**config.mk**
```make
export PLATFORM = sky130hd
export DESIGN_NAME = fc_result_reader
export DESIGN_NICKNAME = d
export VERILOG_FILES = /design/src/rtl/fc_pkg.sv /design/src/rtl/argmax_tracker.sv /design/src/rtl/fc_result_reader.sv
export SDC_FILE = /design/constraint.sdc
export NUM_CORES = 1
export LEC_CHECK = 0
export BUFFER_PORTS_ARGS = -buffer_cell sky130_fd_sc_hd__buf_4
export CAP_MARGIN = 20
export CELL_PAD_IN_SITES_DETAIL_PLACEMENT = 1
export CELL_PAD_IN_SITES_GLOBAL_PLACEMENT = 1
export CORE_MARGIN = 4
export CORE_UTILIZATION = 40
export CTS_CLUSTER_SIZE = 24
export DETAILED_ROUTE_END_ITERATION = 16
export PLACE_DENSITY_LB_ADDON = 0.15
export SYNTH_ARGS = -nofsm -noshare
export SYNTH_HDL_FRONTEND = slang
export SYNTH_HIERARCHICAL = 1
export SYNTH_SLANG_ARGS = --single-unit
```
**constraint.sdc**
```tcl
create_clock -name clk -period 10.39 [get_ports clk]
set_input_delay 1.5585 -clock clk [delete_from_list [all_inputs] [get_ports clk]]
set_output_delay 1.5585 -clock clk [all_outputs]
set_load 0.005 [all_outputs]
```
**src/rtl/fc_pkg.sv**
```systemverilog
// Shared definitions for the FC result reader: FSM state encoding and width helpers.
package fc_pkg;

  typedef enum logic [1:0] {
    IDLE   = 2'd0,
    STREAM = 2'd1,
    DONE   = 2'd2
  } fc_state_e;

  function automatic int unsigned clog2(input int unsigned v);
    int unsigned r;
    r = 0;
    for (int unsigned x = v - 1; x > 0; x = x >> 1) begin
      r = r + 1;
    end
    return r;
  endfunction

  // Index width never drops below one bit, even for a single-neuron layer.
  function automatic int unsigned idx_width(input int unsigned n);
    return clog2((n < 2) ? 2 : n);
  endfunction

endpackage

```
**src/rtl/argmax_tracker.sv**
```systemverilog
// Running signed argmax over a stream of elements; ties keep the lowest index.
module argmax_tracker #(
  parameter int unsigned EW   = 16,
  parameter int unsigned IDXW = 4
) (
  input  logic                 clk,
  input  logic                 rst,
  input  logic                 start,
  input  logic                 step,
  input  logic signed [EW-1:0] elem,
  input  logic [IDXW-1:0]      k,
  output logic [IDXW-1:0]      idx
);

  logic signed [EW-1:0] r_max;
  logic [IDXW-1:0]      r_idx;
  logic                 w_better;

  assign w_better = (elem > r_max);

  // Beat 0 always seeds the tracker; later beats need a strictly larger value.
  always_ff @(posedge clk) begin
    if (rst) begin
      r_max <= '0;
      r_idx <= '0;
    end else if (start) begin
      r_max <= '0;
      r_idx <= '0;
    end else if (step) begin
      if ((k == '0) || w_better) begin
        r_max <= elem;
        r_idx <= k;
      end
    end
  end

  assign idx = r_idx;

endmodule

```
**src/rtl/fc_result_reader.sv**
```systemverilog
// Captures the FC result bus and streams it out one element per beat, reporting the argmax class.
module fc_result_reader
  import fc_pkg::*;
#(
  parameter int unsigned BITWIDTH    = 8,
  parameter int unsigned FILTERBATCH = 10,
  localparam int unsigned EW         = 2 * BITWIDTH,
  localparam int unsigned IDXW       = idx_width(FILTERBATCH)
) (
  input  logic                        clk,
  input  logic                        rst,
  input  logic                        load,
  input  logic [EW*FILTERBATCH-1:0]   result,
  output logic                        busy,
  output logic [EW-1:0]               out_data,
  output logic [IDXW-1:0]             out_index,
  output logic                        out_valid,
  input  logic                        out_ready,
  output logic                        out_last,
  output logic [IDXW-1:0]             class_idx,
  output logic                        class_valid
);

  localparam logic [IDXW-1:0] LAST_IDX = IDXW'(FILTERBATCH - 1);

  fc_state_e       r_state;
  fc_state_e       w_state_nxt;
  logic [IDXW-1:0] r_cnt;
  logic [IDXW-1:0] w_cnt_nxt;
  logic [EW-1:0]   r_buf [FILTERBATCH];
  logic            r_busy;
  logic            r_out_valid;
  logic            r_out_last;
  logic            r_class_valid;
  logic            w_accept;
  logic            w_capture;
  logic [EW-1:0]   w_elem;

  assign w_accept = r_out_valid & out_ready;
  assign w_elem   = r_buf[r_cnt];

  // Next-state and counter logic.
  always_comb begin
    w_state_nxt = r_state;
    w_cnt_nxt   = r_cnt;
    w_capture   = 1'b0;
    case (r_state)
      IDLE: begin
        if (load) begin
          w_state_nxt = STREAM;
          w_cnt_nxt   = '0;
          w_capture   = 1'b1;
        end
      end
      STREAM: begin
        if (w_accept) begin
          if (r_out_last) begin
            w_state_nxt = DONE;
            w_cnt_nxt   = '0;
          end else begin
            w_cnt_nxt   = r_cnt + 1'b1;
          end
        end
      end
      DONE: begin
        w_state_nxt = IDLE;
      end
      default: begin
        w_state_nxt = IDLE;
        w_cnt_nxt   = '0;
      end
    endcase
  end

  // Status outputs are decoded from the next state so they are registered with it.
  always_ff @(posedge clk) begin
    if (rst) begin
      r_state       <= IDLE;
      r_cnt         <= '0;
      r_busy        <= 1'b0;
      r_out_valid   <= 1'b0;
      r_out_last    <= 1'b0;
      r_class_valid <= 1'b0;
    end else begin
      r_state       <= w_state_nxt;
      r_cnt         <= w_cnt_nxt;
      r_busy        <= (w_state_nxt != IDLE);
      r_out_valid   <= (w_state_nxt == STREAM);
      r_out_last    <= (w_state_nxt == STREAM) && (w_cnt_nxt == LAST_IDX);
      r_class_valid <= (w_state_nxt == DONE);
    end
  end

  // Capture buffer stays frozen outside the IDLE-to-STREAM transition.
  always_ff @(posedge clk) begin
    if (rst) begin
      for (int i = 0; i < int'(FILTERBATCH); i++) begin
        r_buf[i] <= '0;
      end
    end else if (w_capture) begin
      for (int i = 0; i < int'(FILTERBATCH); i++) begin
        r_buf[i] <= result[i*EW +: EW];
      end
    end
  end

  argmax_tracker #(
    .EW   (EW),
    .IDXW (IDXW)
  ) u_argmax (
    .clk   (clk),
    .rst   (rst),
    .start (w_capture),
    .step  (w_accept),
    .elem  (w_elem),
    .k     (r_cnt),
    .idx   (class_idx)
  );

  assign busy        = r_busy;
  assign out_valid   = r_out_valid;
  assign out_last    = r_out_last;
  assign out_index   = r_cnt;
  assign class_valid = r_class_valid;
  assign out_data    = r_out_valid ? w_elem : '0;

endmodule

```
# == Word-level counts from Yosys, hierarchy flattened ==
# Memories as Yosys holds them, arrays and structs flattened. A register that Yosys moved wholly into a read port is not among the register bits.
# Index checks and enable logic that the tools add are counted.
# word_totals
out_inout_bits,28
regBits,30
mem_bits_rw,160
memories,1
input_bits,164
elab_cells,61
# mem_list
name,depth,word_bits,rd,rd_ports_with_merged_regs,write_ports,line,text
r_buf,10,16,1,1,10,fc_result_reader.sv:30,logic [EW-1:0] r_buf [FILTERBATCH];
# op_classes
n_eq_ne,5
order_cmp,1
bitwise_logic,11
mux,27
reduce_logical,7
addsub,1
# ops
op,count
$mux W16,11
$gt A16 B16 Y1,1
$mux W4,4
$pmux W4 S3,1
$or A1 B1 Y1,10
$mux W1,7
$mux W2,3
$add A4 B1 Y4 const B,1
$eq A2 B1 Y1 const B,2
$eq A2 B2 Y1 const B,2
$eq A4 B4 Y1 const B,1
$logic_not A4 Y1,1
$pmux W2 S2,1
$logic_not A2 Y1,1
$reduce_and A2 Y1,1
$reduce_bool A2 Y1,1
$reduce_or A2 Y1,1
$and A1 B1 Y1,1
$logic_and A1 B1 Y1,1
$logic_or A1 B1 Y1,1

# == Depth between registers and ports, before layout ==
# Gate-level depths: netlist of the first run.
# depth
depth_word,6
depth_mapped,14
depth_no_buf,12

# == By module ==
# Netlist of the first run, hierarchy kept.
# modules_own_cells
module,cells_each,n_inst,seq_area_each_um2,area_per_inst_um2
fc_result_reader,521,1,5004.8,7822.5
argmax_tracker,157,1,400.4,1321.3

# == Worst setup path after synthesis of the first run ==
# No wires, ideal clock.
# synth_timing
path_type,input-to-reg
start,in rst
end,"mem r_buf[0][0], enable pin"
arrival_ns,3.838
cell_stages,2
required_time_ns,9.937
setup_ns,0.453
path_slack_ns,6.099
n_path_buf,1
cell_sequence,clkbuf_1 or2_2
# synth_lines
item,line,text
from (decl),fc_result_reader.sv:11,"input logic rst,"
to (decl),fc_result_reader.sv:30,

# == Final worst setup path of the first run ==
# layout_timing
start,"reg r_cnt[0], in the netlist out_index[0]"
end,reg u_argmax.r_max[1]
# layout_via
elab_chain_cells,3
# layout_lines
item,line,text
from (decl),fc_result_reader.sv:28,logic [IDXW-1:0] r_cnt;
from (signal assigned),fc_result_reader.sv:86,r_cnt <= w_cnt_nxt;
$logic_not A4 Y1,argmax_tracker.sv:30,if ((k == '0) || w_better) begin
$logic_or A1 B1 Y1,argmax_tracker.sv:30,
$reduce_and A2 Y1 (no line),-,
to (signal assigned),argmax_tracker.sv:31,r_max <= elem;
to (decl),argmax_tracker.sv:15,logic signed [EW-1:0] r_max;
# Every way passes these cells.
# A chain may end at the register's enable or synchronous reset.

==> impl_metrics.csv, run 1 <==
group,metric,value,unit
power,p_clk_share,36.9,%
clock_tree,clock_sinks,190,
floorplan,io_pins,192,
timing,hold_slack,0.469,ns
power,pwr-share-seq,51.8,%
min_path,min_path_cells,2,
setup_path,crit_path_end_kind,"flip-flop",
min_path,hold_class,"reg2reg",
timing,final_hold_viol_count,0,
timing,clock_skew,0.0115,ns
placement,portBuffers,191,
setup_path,path_class,"reg2reg",
setup_path,r2r-end,"u_argmax/r_max[1]$_SDFFE_PP0P_",
clock_tree,cts_setup_buffers,0,
power,p_total,1730,uW
timing,finalSetupViolCount,0,
placement,gp_congestion,0.873,
floorplan,core,22600,um2
synthesis,synth_top_area_share,52.5,%
setup_path,crit_required,10.73,ns
clock_tree,ctsHoldBuffers,0,
routing,wl_per_cell,20.6,um
setup_path,startpoint_type,"flip-flop",
job,max-cap-violations,0,
setup_path,critPathMostFrequentCell,"nand3_1",
synthesis,synth_edf_count,160,
synthesis,synth_ff_type,"edfxtp_1",
min_path,min_to,"u_argmax/r_max[11]$_SDFFE_PP0P_",
synthesis,synthArstFlopShare,0,%
clock_tree,cts_buffers,17,
setup_path,ff2ff_path_depth,11,
layout,nNetsFinal,1029,
run_status,status,"finished clean",
synthesis,yosysSeqAreaShare,59.1,%
layout,seq_area,5410,um2
timing,layout_min_cycle_time,4.93,ns
routing,first_pass_iters,5,
floorplan,row_count,55,
timing,fin_crit_sh,47.4,%
routing,post_drt_via_cell_ratio,5.17,
power,switchingPower,428,uW
routing,drc,0,
timing,final-max-slew-violation-count,0,
global_route,grt_pass1_wl,36.7,mm
routing,drtIter0Drc,347,
setup_path,critical_path.max_stage_delay,0.74,ns
layout,drive_gt1_share,33.6,%
layout,num_antenna_cells,0,
power,leakagePower,0.00440,uW
synthesis,yosys.area.top_type,"edfxtp_1",
synthesis,avgSynthCellArea,13.5,um2
synthesis,synthesis.area,9140,um2
clock_tree,cts.path.max_buffers,2,
setup_path,r2r_slack,5.46,ns
timing,fin_tns_setup,0,ns
setup_path,arrival,5.27,ns
clock_tree,cts_root_buffer,"clkbuf_16",
timing,worstMarginPinSlew,0.988,ns
synthesis,synth_cells,678,
floorplan,die_w,159,um
min_path,min_from,"u_argmax/r_max[11]$_SDFFE_PP0P_",
global_route,grt_start_max_net_pins,157,
placement,post-place-cells,1113,
timing,maxSlewHeadroom,34.1,%
power,combPwrFrac,11.3,%
synthesis,synthTopCellsByCount,"and2_1 (160), edfxtp_1 (160), mux4_2 (32)",
placement,pre_cts_slack,5.46,ns
power,vdd_drop_max,0.0835,mV
setup_path,cp_slowest_cell,"o22a_1",
floorplan,fp.dieH,159,um
synthesis,synth.distinct_cells,49,
placement,dp_hpwl,17.3,mm
routing,ant_nets,0,
routing,vias,5928,
power,p_sw_share,24.7,%
timing,fin_ws,5.46,ns
clock_tree,clk_latency,0.43,ns
power,p_per_area,152,nW/um2
layout,multiInputGateArea,3390,um2
timing,rsz0062_at_grt,"no",
clock_tree,ctsResizeCount,0,
setup_path,path_cells,"buf_4, mux4_2, a211oi_1, a21oi_1, ha_1, nand4_1, or4_4, nand3_1, o22a_1, nand3_1, a21boi_1",
timing,max_freq,0.203,GHz
layout,nFillCells,2319,
synthesis,synth_area_leaders,"edfxtp_1 (53%), and2_1 (11%), mux4_2 (7.9%), dfxtp_1 (6.6%), ha_1 (2.3%)",
layout,layoutNonFillerInstCount,1146,
clock_tree,htreeDepth,4,
layout,area_growth,24.3,%
synthesis,synth_nets,859,
setup_path,cp.buffers_inverters,1,
synthesis,yosysWarningCount,6,
floorplan,start_util,40.5,%
floorplan,die-area,25300,um2
global_route,antenna_found_initial,0,
global_route,grtUsageTotal,18.5,%
setup_path,critPathTopFamily,"compound AO/OA/AOI/OAI gates",
synthesis,ys_ff_latch,190,
setup_path,reg2reg_from,"out_index[0]$_SDFF_PP0_",
power,internal_power,1300,uW
routing,totalWireLength,23.6,mm
clock_tree,cts.reportedPaths.clkPinSlew,0.08,ns
clock_tree,cts_tree,"built",
global_route,grt_overflow,0,
setup_path,cp_max_fo,44,
global_route,grt_pass1_vias,6617,
[logic make-up (layout without fill, tap and decap cells)]
logic type               after synthesis  after routing  share of synthesized area (%)
flip-flops                           190            190                           59.1
multiplexers                          50             50                           9.85
AND/OR/NAND/NOR                      240            240                           16.0
AO/OA/AOI/OAI                        110            110                           8.83
buffers and inverters                 71            254                           3.91
adder cells (fa/ha/maj)               17             17                           2.33
[tightest hold or removal path: cells and delay by family, from the launching register on]
kind / cells / cell delay (ns)
AO/OA/AOI/OAI: 1 / 0.05
flip-flops: 1 / 0.31
AND/OR/NAND/NOR: 1 / 0.06
[power by group through the flow]
stage / registers, uW / clock network, uW / logic [uW]
6_report: 896 / 639 / 195
3_5_place_dp: 914 / 0 / 196
3_3_place_gp: 910 / 0 / 190
5_1_grt: 901 / 690 / 213
2_1_floorplan: 908 / 0 / 110
4_1_cts: 897 / 653 / 197
[placed cells by master, fill, tap and decap left out, types with 6 or more instances in the layout]
cell / n
a211oi_1: 21
a211oi_2: 12
a21boi_1: 20
a21oi_1: 22
and2_1: 160
buf_4: 198
clkbuf_16: 17
clkinv_8: 6
dfxtp_1: 26
edfxtp_1: 160
ha_1: 17
inv_1: 22
mux2i_1: 18
mux4_2: 32
nand3_1: 23
nor2_1: 9
nor2b_1: 18
o21ai_1: 18
[sequential cells by signal, summed over array words and instances, names as in the netlist, 2 cells and up]
signal and cells:
out_index 4, r_state 2, r_buf 160, u_argmax/r_max 16, u_argmax/idx 4
[area by class of cell]
| cell class | instances | share of cell area (%) |
|---|---|---|
| clock buffer | 17 | 3.74 |
| clock inverter | 15 | 1.53 |
| inverter | 22 | 0.727 |
| multi-input combinational | 417 | 29.8 |
| sequential | 190 | 47.6 |
| tap | 285 | 3.14 |
| timing repair buffer | 200 | 13.4 |
[stage by stage]
| step | utilization (%) | cell area, um2 |
|---|---|---|
| floorplan | - | 9140 |
| CTS | 50.2 | 11300 |
| global placement | 47.5 | 10700 |
| detailed placement | 47.6 | 10700 |
| global route | 50.4 | 11400 |
| finish | 50.4 | 11400 |
[worst max path at each step]
stage,depth (start not counted),start,endpoint
after floorplan,2,rst,r_buf[0][0]$_SDFFCE_PN0P_
after global placement,13,out_index[0]$_SDFF_PP0_,u_argmax/r_max[13]$_SDFFE_PP0P_
after detailed placement,13,out_index[0]$_SDFF_PP0_,u_argmax/r_max[1]$_SDFFE_PP0P_
after CTS,13,out_index[0]$_SDFF_PP0_,u_argmax/r_max[1]$_SDFFE_PP0P_
after global routing,13,out_index[0]$_SDFF_PP0_,u_argmax/r_max[1]$_SDFFE_PP0P_
final,11,out_index[0]$_SDFF_PP0_,u_argmax/r_max[1]$_SDFFE_PP0P_
[metal layers]
layer	GRT usage, %	up-vias	share of wire [%]
met5	0	-	0
met1	24.4	2909	43
met4	5.25	0	1.8
met2	31.4	157	51
met3	3.68	26	4.5
li1	-	2836	-
(Power assumes the default switching activity.)
==> run 2, diff against run 1 <==
==> constraint.sdc (replaced) <==
create_clock -name clk -period 4.7 [get_ports clk]
set_input_delay 0.705 -clock clk [delete_from_list [all_inputs] [get_ports clk]]
set_output_delay 0.705 -clock clk [all_outputs]
set_load 0.005 [all_outputs]
==> impl_metrics.csv, run 2 (synthesized netlist as in run 1, its figures left out) <==
group,metric,value,unit
run_status,status,"finished clean",
layout,fin_area,11400,um2
setup_path,startpoint_type,"flip-flop",
floorplan,die_w,159,um
clock_tree,clock_sinks,190,
clock_tree,ctsHoldBuffers,0,
layout,num_antenna_cells,0,
global_route,grt_overflow,0,
layout,area_growth,24.9,%
clock_tree,cts_buffers,17,
power,vdd_drop_max,0.229,mV
floorplan,start_util,40.5,%
clock_tree,cts.reportedPaths.clkPinSlew,0.07,ns
timing,final_hold_viol_count,0,
clock_tree,clk_latency,0.43,ns
routing,drtIter0Drc,304,
routing,drc,0,
routing,post_drt_via_cell_ratio,5.18,
setup_path,crit_path_end_kind,"flip-flop",
routing,first_pass_iters,5,
clock_tree,cts_root_buffer,"clkbuf_16",
routing,vias,5971,
global_route,grtUsageTotal,18.9,%
routing,ant_nets,0,
timing,maxSlewHeadroom,37.4,%
clock_tree,cts_setup_buffers,0,
timing,finalSetupViolCount,0,
routing,totalWireLength,23.6,mm
floorplan,io_pins,192,
setup_path,arrival,4.72,ns
global_route,grt_pass1_wl,37.2,mm
timing,fin_crit_sh,93.2,%
floorplan,die-area,25300,um2
layout,nFillCells,2335,
timing,layout_min_cycle_time,4.38,ns
timing,final-max-slew-violation-count,0,
timing,clock_skew,0.0134,ns
layout,largest_register_ffs,160,
layout,top_register,"r_buf",
floorplan,core,22600,um2
placement,post-place-cells,1119,
clock_tree,cts_tree,"built",
layout,seq_area,5410,um2
timing,worstMarginPinSlew,0.939,ns
min_path,hold_class,"reg2reg",
layout,nNetsFinal,1035,
job,max-cap-violations,0,
setup_path,reg2reg_from,"out_index[0]$_SDFF_PP0_",
timing,rsz0062_at_grt,"no",
layout,multiInputGateArea,3390,um2
timing,max_freq,0.228,GHz
layout,mostFrequentLayoutCells,"buf_4 (203), and2_1 (160), edfxtp_1 (160), mux4_2 (32), dfxtp_1 (26)",
layout,largestRegisters,"r_buf: 160 flops, u_argmax/r_max: 16 flops",
placement,portBuffers,191,
global_route,antenna_found_initial,1,
setup_path,cp_max_fo,19,
timing,fin_tns_setup,0,ns
clock_tree,cts.path.max_buffers,2,
floorplan,fp.dieH,159,um
power,p_per_area,336,nW/um2
placement,dp_hpwl,17.9,mm
power,leakagePower,0.00444,uW
placement,place_area,10800,um2
setup_path,crit_required,5.04,ns
power,p_total,3840,uW
layout,final_common_cell,"buf_4",
routing,wl_per_cell,20.5,um
floorplan,row_count,55,
global_route,grt_start_max_net_pins,110,
layout,layoutNonFillerInstCount,1152,
global_route,grt_pass1_vias,6523,
min_path,min_from,"u_argmax/r_max[6]$_SDFFE_PP0P_",
clock_tree,htreeDepth,4,
clock_tree,ctsResizeCount,0,
placement,gp_congestion,0.804,
setup_path,startpoint,"out_index[0]$_SDFF_PP0_",
layout,fin_util,50.6,%
layout,drive_gt1_share,34.0,%
setup_path,path_class,"reg2reg",
-- run 2: cell count changes in the layout (fill, tap and decap cells not counted), moves of 2 or more --
cell	change
inv_8	+2
clkinv_8	-2
inv_6	-2
buf_4	+5
buf_12	+3
-- run 2: layout make-up --
class / instances / area share [%]
Sequential cell: 190 / 47.4
Multi-Input combinational cell: 417 / 29.7
Timing Repair Buffer: 206 / 13.9
Clock buffer: 18 / 3.76
Tap cell: 285 / 3.12
Clock inverter: 14 / 1.47
Inverter: 22 / 0.723
-- run 2: power by group --
| group | internal [uW] | total [uW] | switching [uW] |
|---|---|---|---|
| combinational | 218 | 432 | 214 |
| sequential | 1950 | 1980 | 35.5 |
| clock | 720 | 1420 | 703 |
-- run 2: through the flow --
step	setup slack (ns)	hold slack [ns]
after floorplan	1.15	0.442
after global placement	0.532	0.449
after detailed placement	0.407	0.460
after CTS	0.320	0.471
after global routing	0.0847	0.487
final	0.319	0.468
-- run 2: worst paths after layout --
kind / endpoint / slack, ns / cells past startpoint
setup / recovery: u_argmax/r_max[10]$_SDFFE_PP0P_ / 0.32 / 12
hold / removal: u_argmax/r_max[6]$_SDFFE_PP0P_ / 0.47 / 2
hold reg to reg: u_argmax/r_max[6]$_SDFFE_PP0P_ / 0.47 / 2
setup reg to reg: u_argmax/r_max[10]$_SDFFE_PP0P_ / 0.32 / 12
-- run 2: worst max-delay path, cell delays in order (launching register included) --
cell,delay (ns)
dfxtp_4,0.50
buf_12,0.23
mux4_2,0.57
a211oi_2,0.42
a21oi_1,0.14
ha_1,0.37
a21oi_1,0.12
o21ai_0,0.10
a221o_2,0.45
o22ai_1,0.71
buf_4,0.34
o21ai_1,0.09
a21boi_1,0.22
-- run 2: routing by layer --
| layer | wire length [um] | track usage (%) | vias up |
|---|---|---|---|
| li1 | - | - | 2849 |
| met3 | 1040 | 4.43 | 23 |
| met1 | 10200 | 24.1 | 2954 |
| met4 | 351 | 4.81 | 0 |
| met5 | 0 | 0 | - |
| met2 | 12100 | 32.7 | 145 |
==> run 3, diff against run 2 <==
--- a/config.mk
+++ b/config.mk
@@ -14,6 +14,7 @@
 export CTS_CLUSTER_SIZE = 24
 export DETAILED_ROUTE_END_ITERATION = 16
 export PLACE_DENSITY_LB_ADDON = 0.15
+export SETUP_SLACK_MARGIN = 0.5
 export SYNTH_ARGS = -nofsm -noshare
 export SYNTH_HDL_FRONTEND = slang
 export SYNTH_HIERARCHICAL = 1
==> impl_metrics.csv, run 3 (synthesized netlist as in run 1, its figures left out) <==
group,metric,value,unit
power,leakagePower,0.00445,uW
timing,fin_ws,0.721,ns
layout,area_growth,25.8,%
layout,largest_register_ffs,160,
min_path,hold_class,"reg2reg",
setup_path,cp_slowest_cell,"mux4_2",
timing,fin_crit_sh,84.7,%
placement,portBuffers,191,
power,p_total,3850,uW
setup_path,cp_num_cells,12,
run_status,status,"finished clean",
placement,gp_congestion,0.804,
layout,mostFrequentLayoutCells,"buf_4 (203), and2_1 (160), edfxtp_1 (160), mux4_2 (32), dfxtp_1 (26)",
setup_path,crit_path_end_kind,"flip-flop",
floorplan,start_util,40.5,%
layout,drive_gt1_share,34.7,%
min_path,min_path_cells,2,
routing,totalWireLength,23.9,mm
floorplan,die_w,159,um
setup_path,cp_max_fo,19,
placement,pre_cts_slack,0.407,ns
floorplan,fp.dieH,159,um
clock_tree,cts_setup_buffers,0,
layout,fin_area,11500,um2
setup_path,path_cells,"buf_12, mux4_2, a211oi_2, a21oi_1, ha_1, a21oi_1, o21ai_0, a221o_2, o22ai_4, buf_4, o21ai_1, a21boi_1",
timing,rsz0062_at_grt,"no",
floorplan,die-area,25300,um2
setup_path,critPathTopFamily,"compound AO/OA/AOI/OAI gates",
layout,top_register,"r_buf",
global_route,grt_overflow,0,
clock_tree,htreeDepth,4,
setup_path,crit_required,5.04,ns
timing,fin_tns_setup,0,ns
floorplan,row_count,55,
setup_path,arrival,4.32,ns
clock_tree,cts.reportedPaths.clkPinSlew,0.07,ns
clock_tree,cts.path.max_buffers,2,
global_route,antenna_found_initial,1,
timing,layout_min_cycle_time,3.98,ns
timing,hold_slack,0.468,ns
placement,place_area,10800,um2
placement,dp_hpwl,17.9,mm
clock_tree,cts_buffers,17,
setup_path,ff2ff_path_depth,12,
timing,final_hold_viol_count,0,
timing,final-max-slew-violation-count,0,
clock_tree,clk_latency,0.44,ns
setup_path,cp.buffers_inverters,2,
timing,worstMarginPinSlew,0.984,ns
routing,post_drt_via_cell_ratio,5.22,
timing,finalSetupViolCount,0,
routing,wl_per_cell,20.7,um
clock_tree,cts_tree,"built",
routing,drtIter0Drc,313,
clock_tree,clock_sinks,190,
timing,maxSlewHeadroom,34.4,%
setup_path,critPathMostFrequentCell,"a21oi_1",
layout,num_antenna_cells,0,
setup_path,path_class,"reg2reg",
routing,drc,0,
global_route,grt_pass1_vias,6531,
global_route,grtUsageTotal,18.9,%
floorplan,io_pins,192,
setup_path,r2r_slack,0.72,ns
layout,largestRegisters,"r_buf: 160 flops, u_argmax/r_max: 16 flops",
routing,ant_nets,0,
layout,final_common_cell,"buf_4",
clock_tree,cts_root_buffer,"clkbuf_16",
timing,max_freq,0.251,GHz
global_route,grt_pass1_wl,37.3,mm
layout,nNetsFinal,1036,
job,max-cap-violations,0,
timing,clock_skew,0.0127,ns
power,p_per_area,335,nW/um2
routing,first_pass_iters,4,
routing,vias,6024,
setup_path,startpoint_type,"flip-flop",
power,vdd_drop_max,0.233,mV
setup_path,critical_path.max_stage_delay,0.53,ns
floorplan,core,22600,um2
global_route,grt_start_max_net_pins,110,
-- run 3: cell type report --
type                            count  area [um2]
Timing Repair Buffer              206        1580
Clock buffer                       18         429
Sequential cell                   190        5410
Fill cell                        2324       11100
Tap cell                          285         357
Clock inverter                     14         168
Multi-Input combinational cell    418        3470
Inverter                           22        82.6
-- run 3: worst register-to-register path: stages, from the launching register on --
cell and delay, ns:
dfxtp_4 0.50, buf_12 0.24, mux4_2 0.54, a211oi_2 0.34, a21oi_1 0.13, ha_1 0.40
a21oi_1 0.18, o21ai_0 0.12, a221o_2 0.51, o22ai_4 0.36, buf_4 0.28, o21ai_1 0.09
a21boi_1 0.21
-- run 3: what timing repair did --
item                       in CTS  in global routing
hold endpoints to repair        0                  0
hold buffers                    0                  0
setup endpoints to repair      12                 20
gates cloned                    0                  1
resized for setup               2                 10
pin swaps                       0                  2
-- run 3: per-layer routing --
metal / global-route usage [%] / wire length [um] / share of wire [%] / up-vias
li1: - / - / - / 2857
met1: 24.0 / 9820 / 41 / 2966
met2: 32.6 / 12200 / 51 / 170
met3: 4.63 / 1410 / 5.9 / 31
met4: 5.05 / 412 / 1.7 / 0
met5: 0 / 0 / 0 / -
-- run 3: final timing paths --
kind	start	endpoint
worst max-delay path	out_index[0]$_SDFF_PP0_	u_argmax/r_max[10]$_SDFFE_PP0P_
worst min-delay path	u_argmax/r_max[6]$_SDFFE_PP0P_	u_argmax/r_max[6]$_SDFFE_PP0P_
worst max register to register	out_index[0]$_SDFF_PP0_	u_argmax/r_max[10]$_SDFFE_PP0P_
worst min register to register	u_argmax/r_max[6]$_SDFFE_PP0P_	u_argmax/r_max[6]$_SDFFE_PP0P_
-- run 3: power by group --
| group | internal, uW | leakage (uW) | switching (uW) | total (uW) |
|---|---|---|---|---|
| registers | 1950 | 0.00197 | 35.5 | 1980 |
| clock network | 720 | 0.000289 | 707 | 1430 |
| logic | 224 | 0.00219 | 224 | 448 |
| total | 2890 | 0.00445 | 966 | 3850 |
-- run 3: metrics by stage --
step	utilization, %	instances
2_1_floorplan	-	678
3_3_place_gp	47.9	1119
3_5_place_dp	47.9	1119
4_1_cts	50.6	1151
5_1_grt	51.0	1153
6_report	51.0	1153
